## src/rtl/pu_compare_pkg.sv

```systemverilog
// Shared constants and types for the chained compare processing unit.
package pu_compare_pkg;

    localparam logic [2:0] OP_EQ  = 3'd0;
    localparam logic [2:0] OP_LT  = 3'd1;
    localparam logic [2:0] OP_LTE = 3'd2;
    localparam logic [2:0] OP_GT  = 3'd3;
    localparam logic [2:0] OP_GTE = 3'd4;
    localparam logic [2:0] OP_MIN = 3'd5;
    localparam logic [2:0] OP_MAX = 3'd6;
    localparam logic [2:0] OP_ILL = 3'd7;

    localparam int unsigned UNS_BIT       = 3;
    localparam int unsigned ATTR_INVALID  = 0;
    localparam int unsigned ATTR_OVERFLOW = 1;

    typedef enum logic {
        ST_IDLE    = 1'b0,
        ST_COLLECT = 1'b1
    } state_t;

    // True for the reduction opcodes, which deliver a value rather than a flag.
    function automatic logic is_minmax(input logic [2:0] op);
        return (op == OP_MIN) || (op == OP_MAX);
    endfunction

endpackage

```

## src/rtl/pu_compare_chain_if.sv

```systemverilog
// PU data/attr bus: argument stream in, FIFO read port out.
interface pu_compare_chain_if #(
    parameter int unsigned DATA_WIDTH = 32,
    parameter int unsigned ATTR_WIDTH = 4,
    parameter int unsigned SEL_WIDTH  = 4
) ();
    logic                  wr;
    logic                  oe;
    logic [DATA_WIDTH-1:0] data_in;
    logic [ATTR_WIDTH-1:0] attr_in;
    logic [SEL_WIDTH-1:0]  op_sel;
    logic [DATA_WIDTH-1:0] data_out;
    logic [ATTR_WIDTH-1:0] attr_out;

    modport master (
        output wr, oe, data_in, attr_in, op_sel,
        input  data_out, attr_out
    );

    modport slave (
        input  wr, oe, data_in, attr_in, op_sel,
        output data_out, attr_out
    );
endinterface

```

## src/rtl/pu_compare_fifo.sv

```systemverilog
// Result FIFO; a push while full is accepted when a pop happens on the same edge.
module pu_compare_fifo #(
    parameter int unsigned WIDTH = 33,
    parameter int unsigned DEPTH = 4
) (
    input  logic             clk,
    input  logic             rst,
    input  logic             push_i,
    input  logic             pop_i,
    input  logic [WIDTH-1:0] din_i,
    output logic             full_o,
    output logic             empty_o,
    output logic [WIDTH-1:0] head_o
);
    localparam int unsigned AW = $clog2(DEPTH);

    logic [WIDTH-1:0] mem [DEPTH];
    logic [AW:0]      wptr_q, wptr_d;
    logic [AW:0]      rptr_q, rptr_d;
    logic             wr_en;
    logic             rd_en;

    assign empty_o = (wptr_q == rptr_q);
    assign full_o  = (wptr_q[AW] != rptr_q[AW]) && (wptr_q[AW-1:0] == rptr_q[AW-1:0]);
    assign head_o  = mem[rptr_q[AW-1:0]];
    assign rd_en   = pop_i && !empty_o;
    assign wr_en   = push_i && (!full_o || rd_en);

    // Pointer advance.
    always_comb begin
        wptr_d = wptr_q;
        rptr_d = rptr_q;
        if (wr_en) wptr_d = (AW+1)'(wptr_q + 1'b1);
        if (rd_en) rptr_d = (AW+1)'(rptr_q + 1'b1);
    end

    // Pointer registers; reset flushes the FIFO.
    always_ff @(posedge clk or posedge rst) begin
        if (rst) begin
            wptr_q <= '0;
            rptr_q <= '0;
        end else begin
            wptr_q <= wptr_d;
            rptr_q <= rptr_d;
        end
    end

    // Storage write; contents are don't-care until a pointer covers them.
    always_ff @(posedge clk) begin
        if (wr_en) mem[wptr_q[AW-1:0]] <= din_i;
    end
endmodule

```

## src/rtl/pu_compare_chain.sv

```systemverilog
// Chained relation / min-max reduction over ARG_COUNT streamed arguments.
module pu_compare_chain
    import pu_compare_pkg::*;
#(
    parameter int unsigned DATA_WIDTH = 32,
    parameter int unsigned ATTR_WIDTH = 4,
    parameter int unsigned SEL_WIDTH  = 4,
    parameter int unsigned ARG_COUNT  = 2,
    parameter int unsigned FIFO_DEPTH = 4
) (
    input  logic               clk,
    input  logic               rst,
    pu_compare_chain_if.slave  bus
);
    localparam int unsigned CNT_W = $clog2(ARG_COUNT);
    localparam int unsigned ENT_W = DATA_WIDTH + 1;
    localparam logic [CNT_W-1:0] LAST_CNT = CNT_W'(ARG_COUNT - 1);

    state_t                state_q, state_d;
    logic [CNT_W-1:0]      cnt_q, cnt_d;
    logic [2:0]            op_q, op_d;
    logic                  uns_q, uns_d;
    logic [DATA_WIDTH-1:0] prev_q, prev_d;
    logic [DATA_WIDTH-1:0] acc_val_q, acc_val_d;
    logic                  acc_bool_q, acc_bool_d;
    logic                  inv_q, inv_d;
    logic                  overflow_q, overflow_d;

    logic                  push_c;
    logic [ENT_W-1:0]      push_ent_c;
    logic                  rel_c;
    logic                  mm_lt_c;
    logic [DATA_WIDTH-1:0] mm_val_c;
    logic                  bool_nx_c;
    logic                  inv_nx_c;

    logic                  fifo_full;
    logic                  fifo_empty;
    logic [ENT_W-1:0]      fifo_head;
    logic                  fifo_pop;
    logic                  drop_c;
    logic                  unused_c;

    assign unused_c = ^{bus.attr_in, bus.op_sel};

    // a < b in the latched signedness mode.
    function automatic logic less_f(input logic uns, input logic [DATA_WIDTH-1:0] a,
                                    input logic [DATA_WIDTH-1:0] b);
        return uns ? (a < b) : ($signed(a) < $signed(b));
    endfunction

    // Relation between the previous and the incoming argument.
    always_comb begin
        logic lt;
        logic eq;
        lt    = less_f(uns_q, prev_q, bus.data_in);
        eq    = (prev_q == bus.data_in);
        rel_c = 1'b0;
        case (op_q)
            OP_EQ:   rel_c = eq;
            OP_LT:   rel_c = lt;
            OP_LTE:  rel_c = lt | eq;
            OP_GT:   rel_c = !(lt | eq);
            OP_GTE:  rel_c = !lt;
            default: rel_c = 1'b0;
        endcase
    end

    // Running min/max and the merged partial results for this write.
    always_comb begin
        mm_lt_c   = less_f(uns_q, acc_val_q, bus.data_in);
        mm_val_c  = acc_val_q;
        if (op_q == OP_MAX && mm_lt_c)  mm_val_c = bus.data_in;
        if (op_q == OP_MIN && !mm_lt_c) mm_val_c = bus.data_in;
        bool_nx_c = acc_bool_q & rel_c;
        inv_nx_c  = inv_q | bus.attr_in[ATTR_INVALID];
    end

    // Argument collection FSM; the final argument pushes straight into the FIFO.
    always_comb begin
        state_d    = state_q;
        cnt_d      = cnt_q;
        op_d       = op_q;
        uns_d      = uns_q;
        prev_d     = prev_q;
        acc_val_d  = acc_val_q;
        acc_bool_d = acc_bool_q;
        inv_d      = inv_q;
        push_c     = 1'b0;
        push_ent_c = '0;
        case (state_q)
            ST_IDLE: begin
                if (bus.wr) begin
                    op_d       = bus.op_sel[2:0];
                    uns_d      = bus.op_sel[UNS_BIT];
                    prev_d     = bus.data_in;
                    acc_val_d  = bus.data_in;
                    acc_bool_d = 1'b1;
                    inv_d      = bus.attr_in[ATTR_INVALID];
                    state_d    = ST_COLLECT;
                    cnt_d      = CNT_W'(1);
                end
            end
            ST_COLLECT: begin
                if (bus.wr) begin
                    acc_bool_d = bool_nx_c;
                    acc_val_d  = mm_val_c;
                    prev_d     = bus.data_in;
                    inv_d      = inv_nx_c;
                    cnt_d      = CNT_W'(cnt_q + 1'b1);
                    if (cnt_q == LAST_CNT) begin
                        push_c  = 1'b1;
                        state_d = ST_IDLE;
                        cnt_d   = '0;
                        if (op_q == OP_ILL)
                            push_ent_c = {1'b1, {DATA_WIDTH{1'b0}}};
                        else if (is_minmax(op_q))
                            push_ent_c = {inv_nx_c, mm_val_c};
                        else
                            push_ent_c = {inv_nx_c, DATA_WIDTH'(bool_nx_c)};
                    end
                end
            end
            default: state_d = ST_IDLE;
        endcase
    end

    // Pop on a read of a non-empty FIFO; a full push without a pop is lost.
    always_comb begin
        fifo_pop   = bus.oe && !fifo_empty;
        drop_c     = push_c && fifo_full && !fifo_pop;
        overflow_d = bus.oe ? 1'b0 : overflow_q;
        if (drop_c) overflow_d = 1'b1;
    end

    // State and accumulator registers.
    always_ff @(posedge clk or posedge rst) begin
        if (rst) begin
            state_q    <= ST_IDLE;
            cnt_q      <= '0;
            op_q       <= '0;
            uns_q      <= 1'b0;
            prev_q     <= '0;
            acc_val_q  <= '0;
            acc_bool_q <= 1'b0;
            inv_q      <= 1'b0;
            overflow_q <= 1'b0;
        end else begin
            state_q    <= state_d;
            cnt_q      <= cnt_d;
            op_q       <= op_d;
            uns_q      <= uns_d;
            prev_q     <= prev_d;
            acc_val_q  <= acc_val_d;
            acc_bool_q <= acc_bool_d;
            inv_q      <= inv_d;
            overflow_q <= overflow_d;
        end
    end

    pu_compare_fifo #(
        .WIDTH (ENT_W),
        .DEPTH (FIFO_DEPTH)
    ) u_fifo (
        .clk     (clk),
        .rst     (rst),
        .push_i  (push_c),
        .pop_i   (fifo_pop),
        .din_i   (push_ent_c),
        .full_o  (fifo_full),
        .empty_o (fifo_empty),
        .head_o  (fifo_head)
    );

    // Read port: head while oe, empty reads flagged invalid, zeros otherwise.
    always_comb begin
        bus.data_out = '0;
        bus.attr_out = '0;
        if (bus.oe) begin
            if (!fifo_empty) bus.data_out = fifo_head[DATA_WIDTH-1:0];
            bus.attr_out[ATTR_INVALID]  = fifo_empty | fifo_head[DATA_WIDTH];
            bus.attr_out[ATTR_OVERFLOW] = overflow_q;
        end
    end
endmodule

```

## src/flat_wrapper.sv

```systemverilog
// flat-port wrapper written by rule: the top's interface ports become plain ports
module pu_compare_chain_flat import pu_compare_pkg::*;
#(
    parameter int unsigned DATA_WIDTH = 32,
    parameter int unsigned ATTR_WIDTH = 4,
    parameter int unsigned SEL_WIDTH  = 4,
    parameter int unsigned ARG_COUNT  = 2,
    parameter int unsigned FIFO_DEPTH = 4
)
  (clk, rst, bus_wr, bus_oe, bus_data_in, bus_attr_in, bus_op_sel, bus_data_out, bus_attr_out);
  pu_compare_chain_if #(.DATA_WIDTH(DATA_WIDTH), .ATTR_WIDTH(ATTR_WIDTH), .SEL_WIDTH(SEL_WIDTH)) bus_i ();
  input  logic clk;
  input  logic rst;
  input wire logic [$bits(bus_i.wr)-1:0] bus_wr;
  input wire logic [$bits(bus_i.oe)-1:0] bus_oe;
  input wire logic [$bits(bus_i.data_in)-1:0] bus_data_in;
  input wire logic [$bits(bus_i.attr_in)-1:0] bus_attr_in;
  input wire logic [$bits(bus_i.op_sel)-1:0] bus_op_sel;
  output wire logic [$bits(bus_i.data_out)-1:0] bus_data_out;
  output wire logic [$bits(bus_i.attr_out)-1:0] bus_attr_out;
  assign bus_i.wr = bus_wr;
  assign bus_i.oe = bus_oe;
  assign bus_i.data_in = bus_data_in;
  assign bus_i.attr_in = bus_attr_in;
  assign bus_i.op_sel = bus_op_sel;
  assign bus_data_out = bus_i.data_out;
  assign bus_attr_out = bus_i.attr_out;
  pu_compare_chain #(.DATA_WIDTH(DATA_WIDTH), .ATTR_WIDTH(ATTR_WIDTH), .SEL_WIDTH(SEL_WIDTH), .ARG_COUNT(ARG_COUNT), .FIFO_DEPTH(FIFO_DEPTH)) u_core (.clk(clk), .rst(rst), .bus(bus_i));
endmodule
```

## config.mk

```make
export PLATFORM = sky130hd
export DESIGN_NAME = pu_compare_chain_flat
export DESIGN_NICKNAME = d
export VERILOG_FILES = /design/src/rtl/pu_compare_pkg.sv /design/src/rtl/pu_compare_chain_if.sv /design/src/rtl/pu_compare_fifo.sv /design/src/rtl/pu_compare_chain.sv /design/src/flat_wrapper.sv
export SDC_FILE = /design/constraint.sdc
export NUM_CORES = 1
export LEC_CHECK = 0
export CORE_MARGIN = 1
export CORE_UTILIZATION = 40
export CTS_BUF_LIST = sky130_fd_sc_hd__clkbuf_8
export CTS_CLUSTER_DIAMETER = 120
export DETAILED_ROUTE_END_ITERATION = 7
export PLACE_DENSITY_LB_ADDON = 0.12
export SKIP_CTS_REPAIR_TIMING = 1
export SYNTH_ARGS = -nofsm -noshare
export SYNTH_HDL_FRONTEND = slang
export SYNTH_HIERARCHICAL = 1
export SYNTH_SLANG_ARGS = --single-unit
```

## constraint.sdc

```tcl
create_clock -name clk -period 3.4 [get_ports clk]
set_input_delay 0.68 -clock clk [delete_from_list [all_inputs] [get_ports clk]]
set_output_delay 0.68 -clock clk [all_outputs]
set_load 0.03 [all_outputs]
```

==> out/results.tsv, run 1 <==
metric	value	unit
synthArstFlopShare	0.374	
drtAntennaViolNets	0	
synth_ff_type	edfxtp_1	
cp_num_buf_inv	4	
p_clk_frac	0.207	
viasPerCell	5.04	
synthMuxAreaShare	0.181	
dieHeight	162	um
synthSimpleGateAreaFrac	0.0743	
swShare	0.358	
synth_area	10300	um2
cts_tree	done	
worstPathRequired	3.82	ns
fin_skew	0.0155	ns
final_cell_mix	132 x edfxtp_1, 120 x buf_4, 78 x dfrtp_1	
ys_warn_count	6	
critPathMaxFanout	9	
tightest_slew	0.717	ns
endpoint	u_core/acc_val_q[9]$_DFFE_PP0P_	
min_path_type	input port to asynchronous set/reset pin	
drt-initial-drc-count	255	
seq_power_share	0.366	
cts_made_buffers	38	
antenna_found_initial	0	
synth_compound_area_frac	0.0413	
r2r_setup_slack	0.25	ns
utilization	0.518	
avgSynthCellArea	14.6	um2
hold_viol_final	0	
routed_wl	22600	um
grt_max_degree	74	
start_util	0.409	
wl_met2	10700	um
setup_violations	0	
area_growth	26.8	%
period_needed	3.32	ns
core_region_area	25200	um2
drive_above_1_share	0.332	
clk_latency	0.54	ns
n_antenna_cell	0	
crit_start	bus_data_in[1]	
rr_worst_depth	11	
rows	58	
p_sw	3.69	mW
power	10.3	mW
ys_seq_area_frac	0.577	
dieArea	26400	um2
cts.sinks	211	
internal_power	6.61	mW
cts_buffer_depth	3	
dr.pass1.iters	4	
critPathCaptureType	flip-flop	
grt_first_pass_wirelength	35500	um
cts_root_buffer	clkbuf_8	
slew_viol_final	0	
final_nets	1003	
fin_hold_ws	0.422	ns
synth_edf_count	132	
power_frac_comb	0.428	
rr_endpoint	u_core/acc_val_q[9]$_DFFE_PP0P_	
yosys_register_bits	211	
wl_per_cell	18.2	um
slew_headroom	0.522	
synth_top_family_by_area	multiplexers	
critPathTopFamily	compound AO/OA/AOI/OAI gates	
drc_errors	0	
ios	80	
die_w	162	um
synth-xor-area-share	0.0105	
fmax	301	MHz
arrival	3.74	ns
routed-via-count	6281	
portBuffers	74	
clk_pin_slew	0.06	ns
cp_slowest_cell	clkdlybuf4s50_1	
dpl.hpwl	15500	um
globalplace.congestion	0.821	
htreeDepth	2	
leakagePower	5.25	nW
yosys.cell_types.count	55	
wl_met3	635	um
ir_drop	0.000468	V
grt-ovfl-total	0	
cp_cell_sequence	clkdlybuf4s50_1 > inv_1 > ha_1 > a2111oi_2 > nor4_4 > o31a_1 > o22a_1 > mux2i_4 > buf_6 > o21a_4 > clkbuf_16 > mux2_1	
r2r-start	u_core/acc_val_q[11]$_DFFE_PP0P_	
met1_length	10900	um
p_per_area	789	nW/um2
fillers	2173	
syn_inst	704	
grt_pass1_vias	6657	
slowest_delay	0.48	ns
drv_cap	0	
cp_num_cells	12	
final_common_cell	edfxtp_1	
grt_use_total	0.176	
critPathKind	input port to flip-flop	
synth_adder_area_share	0.0827	
fin_crit_sh	0.976	
outcome	complete, no violations	
highest-signal-layer	met4	
critical_path.startpoint_type	input port	
-- area by class of cell --
| type | count | area [um2] | area share |
|---|---|---|---|
| flip-flops and latches | 211 | 5940 | 0.455 |
| multi-input cells | 422 | 4270 | 0.327 |
| repair buffers | 174 | 1580 | 0.121 |
| clock buffers | 41 | 564 | 0.0432 |
| well taps | 330 | 413 | 0.0316 |
| inverters | 44 | 165 | 0.0127 |
| clock inverters | 24 | 116 | 0.00891 |
-- how the worst min path moves through the flow --
stage	from	endpoint	slack [ns]	cells past startpoint
finish	rst	u_core/u_fifo/wptr_q[2]$_DFFE_PP0P_	0.42	2
global route	rst	u_core/u_fifo/rptr_q[2]$_DFFE_PP0P_	0.45	2
CTS	rst	u_core/u_fifo/wptr_q[2]$_DFFE_PP0P_	0.41	2
detailed placement	u_core/acc_val_q[0]$_DFFE_PP0P_	u_core/acc_val_q[0]$_DFFE_PP0P_	0.49	1
global placement	u_core/acc_val_q[0]$_DFFE_PP0P_	u_core/acc_val_q[0]$_DFFE_PP0P_	0.49	1
floorplan	u_core/cnt_q$_DFFE_PP0P_	u_core/cnt_q$_DFFE_PP0P_	0.46	2
-- power by group through the flow --
stage                     logic, mW  registers (mW)  clock network, mW
after floorplan                2.86            3.63                  0
after global placement         4.05            3.75                  0
after detailed placement       4.11            3.77                  0
after CTS                      4.13            3.73               2.22
after global routing           4.79            3.84               2.31
final                          4.41            3.77               2.13
-- cells in the mapped netlist (20+ instances only) --
master	number	area (um2)
edfxtp_1	132	3960
dfrtp_1	79	1980
ha_1	68	851
inv_1	44	165
nor2_1	41	154
mux2_2	37	417
and2_1	34	213
mux4_2	33	743
mux2_1	32	360
mux2i_1	32	320
a21oi_1	23	115
nand2_1	20	75.1
-- layer usage --
layer	vias to the layer above	GRT usage
li1	3024	-
met1	3127	0.245
met5	-	0
met3	35	0.0244
met4	0	0.0626
met2	95	0.281
-- per-stage QoR --
| step | cell area (um2) | cells | setup TNS, ns | setup WS, ns |
|---|---|---|---|---|
| 2_1_floorplan | 10300 | 705 | 0 | 0.289 |
| 3_3_place_gp | 12000 | 1176 | -83.15 | -0.566 |
| 3_5_place_dp | 12000 | 1176 | -85.17 | -0.591 |
| 4_1_cts | 12700 | 1241 | -0.264 | -0.0301 |
| 5_1_grt | 13100 | 1246 | -0.0586 | -0.00841 |
| 6_report | 13100 | 1246 | 0 | 0.0808 |
-- logic make-up (layout without fill, tap and decap cells) --
kind of cell / Yosys count / after routing
buffers and inverters: 72 / 283
AND/OR/NAND/NOR: 147 / 147
other: 1 / 2
XOR/XNOR: 8 / 8
multiplexers: 135 / 135
flip-flops: 211 / 211
AO/OA/AOI/OAI: 62 / 62
adder cells (fa/ha/maj): 68 / 68
-- state kept, by name, summed over array words and instances (netlist names) --
register              cells
u_core/u_fifo/mem       132
u_core/acc_val_q         32
u_core/prev_q            32
u_core/op_q               3
u_core/u_fifo/rptr_q      3
u_core/u_fifo/wptr_q      3
u_core/acc_bool_q         1
u_core/cnt_q              1
u_core/inv_q              1
u_core/overflow_q         1
u_core/state_q            1
u_core/uns_q              1
Power figures use the tool's default switching activity.
==> run 2, diff against run 1 <==
--- a/config.mk
+++ b/config.mk
@@ -5,6 +5,7 @@
 export SDC_FILE = /design/constraint.sdc
 export NUM_CORES = 1
 export LEC_CHECK = 0
+export CAP_MARGIN = 20
 export CORE_MARGIN = 1
 export CORE_UTILIZATION = 40
 export CTS_BUF_LIST = sky130_fd_sc_hd__clkbuf_8
==> results of run 2 <==
The final DEF is identical to that of run 1; final timing and power are the same.
